### src/rtl/biriscv_divider_iter_if.sv
// Opcode/operand bundle and writeback signals for the iterative divider.
// master = issue side driving opcodes, slave = the divider.
interface biriscv_divider_iter_if;
   logic        opcode_valid_i;
   logic [31:0] opcode_opcode_i;
   logic [31:0] opcode_pc_i;
   logic        opcode_invalid_i;
   logic [4:0]  opcode_rd_idx_i;
   logic [4:0]  opcode_ra_idx_i;
   logic [4:0]  opcode_rb_idx_i;
   logic [31:0] opcode_ra_operand_i;
   logic [31:0] opcode_rb_operand_i;
   logic        busy_o;
   logic        writeback_valid_o;
   logic [31:0] writeback_value_o;

   modport master (
      output opcode_valid_i, opcode_opcode_i, opcode_pc_i, opcode_invalid_i,
             opcode_rd_idx_i, opcode_ra_idx_i, opcode_rb_idx_i,
             opcode_ra_operand_i, opcode_rb_operand_i,
      input  busy_o, writeback_valid_o, writeback_value_o
   );

   modport slave (
      input  opcode_valid_i, opcode_opcode_i, opcode_pc_i, opcode_invalid_i,
             opcode_rd_idx_i, opcode_ra_idx_i, opcode_rb_idx_i,
             opcode_ra_operand_i, opcode_rb_operand_i,
      output busy_o, writeback_valid_o, writeback_value_o
   );
endinterface

### src/rtl/biriscv_divider_iter.sv
// Radix-2 restoring divider for DIV/DIVU/REM/REMU, one quotient bit per cycle.
// Optional macro DIV_FAST_SPECIAL_EN: divide-by-zero and signed overflow finish in one cycle.
module biriscv_divider_iter (
   input  logic                          clk_i,
   input  logic                          rst_i,
   biriscv_divider_iter_if.slave         bus
);
   localparam logic [31:0] INST_DIV       = 32'h02004033;
   localparam logic [31:0] INST_DIV_MASK  = 32'hfe00707f;
   localparam logic [31:0] INST_DIVU      = 32'h02005033;
   localparam logic [31:0] INST_DIVU_MASK = 32'hfe00707f;
   localparam logic [31:0] INST_REM       = 32'h02006033;
   localparam logic [31:0] INST_REM_MASK  = 32'hfe00707f;
   localparam logic [31:0] INST_REMU      = 32'h02007033;
   localparam logic [31:0] INST_REMU_MASK = 32'hfe00707f;

   typedef enum logic [1:0] {S_IDLE, S_RUN, S_DONE} state_t;

   state_t      state_q, state_d;
   logic [4:0]  count_q, count_d;
   logic [31:0] rem_q, rem_d;
   logic [31:0] quot_q, quot_d;
   logic [31:0] divisor_q, divisor_d;
   logic        q_neg_q, q_neg_d;
   logic        r_neg_q, r_neg_d;
   logic        rem_sel_q, rem_sel_d;
   logic        dbz_q, dbz_d;
   logic        busy_q, busy_d;
   logic        valid_q, valid_d;
   logic [31:0] value_q, value_d;

   logic        is_div, is_divu, is_rem, is_remu, signed_op, accept;
   logic [31:0] a, b, abs_a, abs_b, q_res, r_res;
   logic [32:0] trial;

   logic unused_bundle;
   assign unused_bundle = ^{bus.opcode_pc_i, bus.opcode_rd_idx_i,
                            bus.opcode_ra_idx_i, bus.opcode_rb_idx_i};

   always_comb begin
      is_div    = (bus.opcode_opcode_i & INST_DIV_MASK)  == INST_DIV;
      is_divu   = (bus.opcode_opcode_i & INST_DIVU_MASK) == INST_DIVU;
      is_rem    = (bus.opcode_opcode_i & INST_REM_MASK)  == INST_REM;
      is_remu   = (bus.opcode_opcode_i & INST_REMU_MASK) == INST_REMU;
      signed_op = is_div | is_rem;
      // state check keeps a fast-path op from being overrun in its DONE cycle
      accept    = bus.opcode_valid_i & ~bus.opcode_invalid_i & ~busy_q &
                  (is_div | is_divu | is_rem | is_remu) & (state_q == S_IDLE);
      a         = bus.opcode_ra_operand_i;
      b         = bus.opcode_rb_operand_i;
      abs_a     = (signed_op & a[31]) ? -a : a;
      abs_b     = (signed_op & b[31]) ? -b : b;
      trial     = {rem_q, quot_q[31]} - {1'b0, divisor_q};
      q_res     = (q_neg_q & ~dbz_q) ? -quot_q : quot_q;
      r_res     = r_neg_q ? -rem_q : rem_q;
   end

   always_comb begin
      state_d   = state_q;
      count_d   = count_q;
      rem_d     = rem_q;
      quot_d    = quot_q;
      divisor_d = divisor_q;
      q_neg_d   = q_neg_q;
      r_neg_d   = r_neg_q;
      rem_sel_d = rem_sel_q;
      dbz_d     = dbz_q;
      busy_d    = busy_q;
      valid_d   = 1'b0;
      value_d   = value_q;
      case (state_q)
         S_IDLE: if (accept) begin
            q_neg_d   = signed_op & (a[31] ^ b[31]);
            r_neg_d   = signed_op & a[31];
            rem_sel_d = is_rem | is_remu;
            dbz_d     = (b == 32'd0);
            divisor_d = abs_b;
            count_d   = 5'd31;
            rem_d     = 32'd0;
            quot_d    = abs_a;
            state_d   = S_RUN;
            busy_d    = 1'b1;
`ifdef DIV_FAST_SPECIAL_EN
            // preload what the iteration would have produced and skip it
            if (b == 32'd0) begin
               quot_d  = 32'hffffffff;
               rem_d   = abs_a;
               state_d = S_DONE;
               busy_d  = 1'b0;
            end else if (signed_op && a == 32'h80000000 && b == 32'hffffffff) begin
               quot_d  = 32'h80000000;
               rem_d   = 32'd0;
               state_d = S_DONE;
               busy_d  = 1'b0;
            end
`endif
         end
         S_RUN: begin
            if (!trial[32]) begin
               rem_d  = trial[31:0];
               quot_d = {quot_q[30:0], 1'b1};
            end else begin
               rem_d  = {rem_q[30:0], quot_q[31]};
               quot_d = {quot_q[30:0], 1'b0};
            end
            count_d = count_q - 5'd1;
            if (count_q == 5'd0) state_d = S_DONE;
         end
         S_DONE: begin
            value_d = rem_sel_q ? r_res : q_res;
            valid_d = 1'b1;
            busy_d  = 1'b0;
            state_d = S_IDLE;
         end
         default: state_d = S_IDLE;
      endcase
   end

   always_ff @(posedge clk_i or posedge rst_i) begin
      if (rst_i) begin
         state_q   <= S_IDLE;
         count_q   <= 5'd0;
         rem_q     <= 32'd0;
         quot_q    <= 32'd0;
         divisor_q <= 32'd0;
         q_neg_q   <= 1'b0;
         r_neg_q   <= 1'b0;
         rem_sel_q <= 1'b0;
         dbz_q     <= 1'b0;
         busy_q    <= 1'b0;
         valid_q   <= 1'b0;
         value_q   <= 32'd0;
      end else begin
         state_q   <= state_d;
         count_q   <= count_d;
         rem_q     <= rem_d;
         quot_q    <= quot_d;
         divisor_q <= divisor_d;
         q_neg_q   <= q_neg_d;
         r_neg_q   <= r_neg_d;
         rem_sel_q <= rem_sel_d;
         dbz_q     <= dbz_d;
         busy_q    <= busy_d;
         valid_q   <= valid_d;
         value_q   <= value_d;
      end
   end

   assign bus.busy_o            = busy_q;
   assign bus.writeback_valid_o = valid_q;
   assign bus.writeback_value_o = value_q;
endmodule
### src/flat_wrapper.sv
// flat-port wrapper written by rule: the top's interface ports become plain ports
module biriscv_divider_iter_flat 
  (clk_i, rst_i, bus_opcode_valid_i, bus_opcode_opcode_i, bus_opcode_pc_i, bus_opcode_invalid_i, bus_opcode_rd_idx_i, bus_opcode_ra_idx_i, bus_opcode_rb_idx_i, bus_opcode_ra_operand_i, bus_opcode_rb_operand_i, bus_busy_o, bus_writeback_valid_o, bus_writeback_value_o);
  biriscv_divider_iter_if bus_i ();
  input  logic clk_i;
  input  logic rst_i;
  input wire logic [$bits(bus_i.opcode_valid_i)-1:0] bus_opcode_valid_i;
  input wire logic [$bits(bus_i.opcode_opcode_i)-1:0] bus_opcode_opcode_i;
  input wire logic [$bits(bus_i.opcode_pc_i)-1:0] bus_opcode_pc_i;
  input wire logic [$bits(bus_i.opcode_invalid_i)-1:0] bus_opcode_invalid_i;
  input wire logic [$bits(bus_i.opcode_rd_idx_i)-1:0] bus_opcode_rd_idx_i;
  input wire logic [$bits(bus_i.opcode_ra_idx_i)-1:0] bus_opcode_ra_idx_i;
  input wire logic [$bits(bus_i.opcode_rb_idx_i)-1:0] bus_opcode_rb_idx_i;
  input wire logic [$bits(bus_i.opcode_ra_operand_i)-1:0] bus_opcode_ra_operand_i;
  input wire logic [$bits(bus_i.opcode_rb_operand_i)-1:0] bus_opcode_rb_operand_i;
  output wire logic [$bits(bus_i.busy_o)-1:0] bus_busy_o;
  output wire logic [$bits(bus_i.writeback_valid_o)-1:0] bus_writeback_valid_o;
  output wire logic [$bits(bus_i.writeback_value_o)-1:0] bus_writeback_value_o;
  assign bus_i.opcode_valid_i = bus_opcode_valid_i;
  assign bus_i.opcode_opcode_i = bus_opcode_opcode_i;
  assign bus_i.opcode_pc_i = bus_opcode_pc_i;
  assign bus_i.opcode_invalid_i = bus_opcode_invalid_i;
  assign bus_i.opcode_rd_idx_i = bus_opcode_rd_idx_i;
  assign bus_i.opcode_ra_idx_i = bus_opcode_ra_idx_i;
  assign bus_i.opcode_rb_idx_i = bus_opcode_rb_idx_i;
  assign bus_i.opcode_ra_operand_i = bus_opcode_ra_operand_i;
  assign bus_i.opcode_rb_operand_i = bus_opcode_rb_operand_i;
  assign bus_busy_o = bus_i.busy_o;
  assign bus_writeback_valid_o = bus_i.writeback_valid_o;
  assign bus_writeback_value_o = bus_i.writeback_value_o;
  biriscv_divider_iter u_core (.clk_i(clk_i), .rst_i(rst_i), .bus(bus_i));
endmodule
### config.mk
export PLATFORM = sky130hd
export DESIGN_NAME = biriscv_divider_iter_flat
export DESIGN_NICKNAME = d
export VERILOG_FILES = /design/src/rtl/biriscv_divider_iter_if.sv /design/src/rtl/biriscv_divider_iter.sv /design/src/flat_wrapper.sv
export SDC_FILE = /design/constraint.sdc
export NUM_CORES = 1
export LEC_CHECK = 0
export ABC_AREA = 1
export CAP_MARGIN = 20
export CORE_MARGIN = 2
export CORE_UTILIZATION = 50
export CTS_CLUSTER_DIAMETER = 100
export DETAILED_ROUTE_END_ITERATION = 6
export PLACE_DENSITY = 0.74
export SKIP_CTS_REPAIR_TIMING = 1
export SYNTH_ARGS = -nofsm -noshare
export SYNTH_HDL_FRONTEND = slang
export SYNTH_SLANG_ARGS = --single-unit
### constraint.sdc
create_clock -name clk_i -period 7.3 [get_ports clk_i]
set_input_delay 2.19 -clock clk_i [delete_from_list [all_inputs] [get_ports clk_i]]
set_output_delay 2.19 -clock clk_i [all_outputs]
set_load 0.03 [all_outputs]
==> summary.md, run 1 <==
| Metric | Value |
|---|---|
| Input/output buffers | `118` |
| Avg WL per Cell | `15.9 um` |
| Dpl cells | `2456` |
| Mapped Area | `12400 um^2` |
| Worst VDD drop | `0.132 mV` |
| Fin util | `0.593` |
| Initial Util | `0.510` |
| Die Y | `162 um` |
| Area of placed instances | `13800 um^2` |
| Remaining global-route overflow | `0` |
| Met3 WL | `2.57 mm` |
| Cell Count, Final, Fillers Out | `2488` |
| Antenna Cells | `0` |
| Number of synthesized flops with an enable pin | `0` |
| First-pass GRT wire length | `63.0 mm` |
| 1st-pass router iterations | `6` |
| Fill cells | `2490` |
| Total power | `1.86 mW` |
| Kind of critical path | `in -> reg` |
| Vias in the first global route | `12257` |
| Seq cells post-synth | `141` |
| Total wire length | `39.5 mm` |
| Clock Skew | `13.2 ps` |
| Count leader, synth | `nand2_1` |
| Final hold viol count | `0` |
| Nets | `2338` |
| Top-area cell type share of the netlist area | `0.284` |
| Synth area leaders | `dfrtp_1 (28%), nand2_1 (20%), nand3_1 (10%)` |
| Routed Antenna Nets | `0` |
| Max cap viols | `0` |
| Max Buffers Root-to-Sink | `2` |
| Synthesized area per cell | `6.03 um^2` |
| Slew Limit Headroom | `0.404` |
| Post-synth cell types | `45` |
| Unrepaired setup endpoints after global routing | `false` |
| Hold Path Class | `reg -> reg` |
| Via Count | `13609` |
| Period utilisation layout | `0.612` |
| Ys flop type | `dfrtp_1` |
| Post-route cell area | `14500 um^2` |
| Largest net degree at the start of global routing | `93` |
| Chip Width | `162 um` |
| Register area share after synthesis | `0.284` |
| Antenna violations before repair | `0` |
| DR iter-0 viols | `1297` |
| LEAKAGE | `7.11 nW` |
| Core area | `24400 um^2` |
| Crit. End Element | `flip-flop` |
| Worst skew pair latency | `440 ps` |
| Area delta synth->final | `16.4%` |
| Highest metal layer with signal wires | `met4` |
| Post-route DRC | `0` |
| Total negative setup slack | `0 ps` |
| GPL Wtd Cong | `0.944` |
| Ys async rst share | `1.00` |
| DP Worst Slack | `2370 ps` |
| Fin. max-slew vios | `0` |
| Yosys top cell by area | `dfrtp_1` |
| Synth top cells by count | `nand2_1 (654), inv_1 (314), nand3_1 (256), nor2_1 (201), dfrtp_1 (141)` |
| I/O pin total | `181` |
| Max Fclk | `224 MHz` |
| Startpoint type of the worst setup path | `input pin` |
| Synth Warn # | `0` |
| Multi-input logic area | `7390 um^2` |
| Root Driver | `clkbuf_16` |
| Routed wl met2 | `17.5 mm` |
| Final setup vio count | `0` |
| Worst hold margin | `481 ps` |
| Fraction of layout cells with a size suffix above 1 | `0.0374` |
| Fin crit period | `4470 ps` |
| Row Count | `57` |
| Data arrival, critical path | `4750 ps` |
| Power Density | `129 nW/um^2` |
| Tightest Pin Transition | `895 ps` |
| Seq. cell area | `3530 um^2` |
| Vias per std cell | `5.47` |
| Data required, critical path | `7580 ps` |
| CTS clk-pin slew, worst paths | `60 ps` |
| Final worst slack | `2830 ps` |
| GRT Overall Usage | `0.303` |
| Sink Count | `141` |
| Wl on met1 | `18.4 mm` |
| Number of H-tree levels | `4` |
| Critical-path maximum fanout | `24` |
| CTS tree | `yes` |
| Post-synthesis instance total | `2063` |
| Syn_nets | `2249` |
| Status | `finished clean` |
| Total CTS buffers | `17` |
| Post-DP HPWL | `31.0 mm` |
| Die ar. | `26100 um^2` |
[layout make-up]
type / count / area share
Inverter: 328 / 0.0855
Sequential cell: 141 / 0.244
Multi-Input combinational cell: 1536 / 0.511
Tap cell: 324 / 0.0280
Clock buffer: 19 / 0.0306
Clock inverter: 12 / 0.0127
Timing Repair Buffer: 128 / 0.0882
[report_power, final]
part	total, mW	switching, mW	leakage (nW)	internal, mW
combinational	0.130	0.0711	5.17	0.0592
sequential	0.784	0.00186	1.63	0.782
clock	0.947	0.362	0.307	0.585
[routing by layer]
metal / up-vias / GRT usage
met1: 6273 / 0.439
met2: 511 / 0.475
met3: 59 / 0.0358
li1: 6766 / -
met4: 0 / 0.0953
met5: - / 0
[registers in the layout (all words and copies together) (netlist names)]
signal and cells:
u_core.bus.writeback_value_o 32, u_core.divisor_q 32, u_core.quot_q 32, u_core.rem_q 32, u_core.count_q 5, u_core.state_q 2
u_core.bus.busy_o 1, u_core.bus.writeback_valid_o 1, u_core.dbz_q 1, u_core.q_neg_q 1, u_core.r_neg_q 1, u_core.rem_sel_q 1
[critical path, stage by stage]
cell	delay [ps]
clkdlybuf4s50_1	450
inv_1	40
nor2_1	160
nand3_1	90
nor2_1	120
nand2_1	130
nor2_2	660
inv_1	420
o211ai_1	320
o221ai_1	170
[logic make-up (layout without fill, tap and decap cells)]
group	Yosys count	after routing	share of synthesized area
DFF	141	141	0.284
buffers and inverters	386	487	0.122
xor gates and xnor gates	37	37	0.0261
adders and majority gates	39	39	0.0399
AOI/OAI and AO/OA	247	247	0.113
and+or+nand+nor	1213	1213	0.416
[layout by cell type, fill, tap and decap left out, drive strengths merged, types with 2 or more instances in the layout]
cell type and instances:
clkinv 4, buf 10, nand2 665, o211ai 10, xnor2 11, nor2 209, o31ai 3, o22ai 11
nor3 21, o21ai 98, o221ai 13, nand4 20, clkbuf 19, a31oi 22, ha 38, or2 5
nand3 258, nand3b 22, a21oi 78, nor4 8, xor2 26, bufinv 4, a21o 5, o21bai 5
dfrtp 141, and2 2, and3 2, inv 331, clkdlybuf4s50 118
[path summary, 6_finish.rpt]
check                                                  from                                to  slack [ps]  cells after the start
setup / recovery                    bus_opcode_opcode_i[25]                  u_core.quot_q[1]        2830                     10
hold / removal             u_core.bus.writeback_value_o[30]  u_core.bus.writeback_value_o[30]         480                      2
setup reg to reg                          u_core.quot_q[31]                  u_core.rem_q[24]        4290                     17
hold reg to reg            u_core.bus.writeback_value_o[30]  u_core.bus.writeback_value_o[30]         480                      2
max in group asynchronous                             rst_i                 u_core.quot_q[22]        3840                      3
min in group asynchronous                             rst_i   u_core.bus.writeback_value_o[4]        2300                      2
No activity file was read; power rests on OpenSTA's default activity.
==> run 2: changes to the inputs <==
==> constraint.sdc (replaced) <==
create_clock -name clk_i -period 4.5 [get_ports clk_i]
set_input_delay 1.35 -clock clk_i [delete_from_list [all_inputs] [get_ports clk_i]]
set_output_delay 1.35 -clock clk_i [all_outputs]
set_load 0.03 [all_outputs]
==> run 2 against run 1 <==
Net effect: critical endpoint is now u_core.count_q[1]; count of clock-buffer cells in the layout rose by 1; clock power rose by 52%; setup slack got worse by 1900 ps; hold slack improved by 8.1 ps; the run now ends with DRC left; final area fell by 0.17%; wire length rose by 0.71%.
==> summary.md, run 2 (synthesis gave the netlist of run 1 again) <==
| Metric | Value |
|---|---|
| P_int | `2.22 mW` |
| Worst VDD drop | `0.249 mV` |
| Final hold viol count | `0` |
| Routed Antenna Nets | `0` |
| Period utilisation layout | `0.785` |
| Max incr delay on CP | `790 ps` |
| Via Count | `13646` |
| Reg2reg setup slack | `1650 ps` |
| Data required, critical path | `4740 ps` |
| Remaining global-route overflow | `0` |
| Sw Ratio | `0.242` |
| Data arrival, critical path | `3770 ps` |
| CP startpoint | `bus_opcode_opcode_i[29]` |
| Fin crit period | `3530 ps` |
| Tightest Pin Transition | `1080 ps` |
| Final setup vio count | `0` |
| Antenna Cells | `0` |
| Total negative setup slack | `0 ps` |
| GPL Wtd Cong | `0.989` |
| Unrepaired setup endpoints after global routing | `false` |
| DP Worst Slack | `636 ps` |
| Most common cell after layout, fill and taps aside | `nand2_1` |
| Most frequent cells in the layout | `nand2_1 (654), inv_1 (313), nand3_1 (256), nor2_1 (200), dfrtp_1 (141)` |
| Startpoint type of the worst setup path | `input pin` |
| Total CTS buffers | `17` |
| Cell at the slowest stage of the critical path | `inv_2` |
| Chip Width | `162 um` |
| Worst hold margin | `489 ps` |
| Sequential power share | `0.434` |
| Vias per std cell | `5.48` |
| 1st-pass router iterations | `7` |
| Initial Util | `0.510` |
| Status | `complete, but fails checks` |
| Total wire length | `39.8 mm` |
| Avg WL per Cell | `16.0 um` |
| Final worst slack | `970 ps` |
| Number of H-tree levels | `4` |
| CTS clk-pin slew, worst paths | `70 ps` |
| RR Startpoint | `u_core.divisor_q[0]` |
| Antenna violations before repair | `0` |
| Delay-heaviest family, CP | `buffers and inverters` |
| Sink Count | `141` |
| Input/output buffers | `118` |
| LEAKAGE | `7.09 nW` |
| Die Y | `162 um` |
| Largest net degree at the start of global routing | `86` |
| Combinational share of power | `0.074` |
| I/O pin total | `181` |
| Post-DP HPWL | `30.9 mm` |
| Levels on crit path | `10` |
| Worst Setup EP | `u_core.count_q[1]` |
| Sum of buffers and inverters on the critical path | `4` |
| Worst skew pair latency | `430 ps` |
| Nets | `2339` |
| Kind of critical path | `in -> reg` |
| DR iter-0 viols | `1473` |
| Core area | `24400 um^2` |
| R2R cell count | `16` |
| Die ar. | `26100 um^2` |
| CP cell instances | `clkdlybuf4s50_1 > nor2_1 > nand3_1 > nor2_1 > inv_1 > nor2_4 > inv_2 > nand2_2 > inv_2 > a22oi_1` |
| GRT Overall Usage | `0.306` |
| Post-route DRC | `1` |
| Area delta synth->final | `16.2%` |
| Max Buffers Root-to-Sink | `2` |
| Failing checks | `DRC` |
| Vias in the first global route | `12626` |
| Crit. End Element | `flip-flop` |
| Total power | `2.93 mW` |
| Hold Path Class | `reg -> reg` |
| Max cap viols | `0` |
| CTS tree | `yes` |
| Slew Limit Headroom | `0.278` |
| Power Density | `203 nW/um^2` |
| Row Count | `57` |
| Fin. max-slew vios | `0` |
| Sw Pwr | `0.708 mW` |
| Fraction of layout cells with a size suffix above 1 | `0.0379` |
| Root Driver | `clkbuf_16` |
| Max Fclk | `283 MHz` |
| First-pass GRT wire length | `64.2 mm` |
| Crit Reg-Reg Endpoint | `u_core.rem_q[28]` |
| Power share of the clock group | `0.492` |
| Critical-path maximum fanout | `47` |
| Clock Skew | `17.4 ps` |
run 2: worst reg2reg max path: stages, from the launching register on:
cell and delay (ps):
dfrtp_1 460, ha_1 260, fa_1 410, inv_1 110, nand2_1 60, nand2_1 90, nand3_1 90, nand2_2 100
nand2_1 80, nand2_2 100, nand2_4 80, nand2_4 90, nand2_4 140, nand2_2 360, nand2_1 130, nand3_1 100
nand2_1 60
run 2: worst min path at each step:
stage | from | to | slack [ps] | depth (start not counted)
6_report | u_core.bus.writeback_value_o[26] | u_core.bus.writeback_value_o[26] | 490 | 2
5_1_grt | u_core.bus.writeback_value_o[20] | u_core.bus.writeback_value_o[20] | 500 | 2
4_1_cts | u_core.bus.writeback_value_o[26] | u_core.bus.writeback_value_o[26] | 480 | 2
3_5_place_dp | u_core.bus.writeback_value_o[26] | u_core.bus.writeback_value_o[26] | 470 | 2
3_3_place_gp | u_core.count_q[4] | u_core.count_q[4] | 460 | 1
2_1_floorplan | u_core.count_q[4] | u_core.count_q[4] | 440 | 1
run 2: final cells by class:
cell class	instances	area, um^2
fill	2408	9950
tap	324	405
timing repair buffer	129	1290
sequential	141	3530
multi-input combinational	1536	7390
inverter	328	1230
clock buffer	20	457
clock inverter	11	134
run 2: through the flow:
stage | util | cells | cell area, um^2
after floorplan | - | 2063 | 12400
after global placement | 0.568 | 2458 | 13900
after detailed placement | 0.568 | 2458 | 13900
after CTS | 0.592 | 2489 | 14400
after global routing | 0.592 | 2489 | 14400
final | 0.592 | 2489 | 14400
run 2: power by group through the flow:
stage | clock (mW) | sequential [mW] | combinational [mW]
after floorplan | 0 | 1.29 | 0.0929
after global placement | 0 | 1.30 | 0.211
after CTS | 1.44 | 1.27 | 0.216
final | 1.44 | 1.27 | 0.217
after global routing | 1.50 | 1.27 | 0.240
after detailed placement | 0 | 1.30 | 0.215
run 2: per-layer routing:
| layer | track usage | wire length, um | up-vias |
|---|---|---|---|
| li1 | - | - | 6773 |
| met1 | 0.429 | 17900 | 6188 |
| met2 | 0.488 | 17600 | 590 |
| met3 | 0.0370 | 2810 | 95 |
| met4 | 0.115 | 1470 | 0 |
| met5 | 0 | 0 | - |
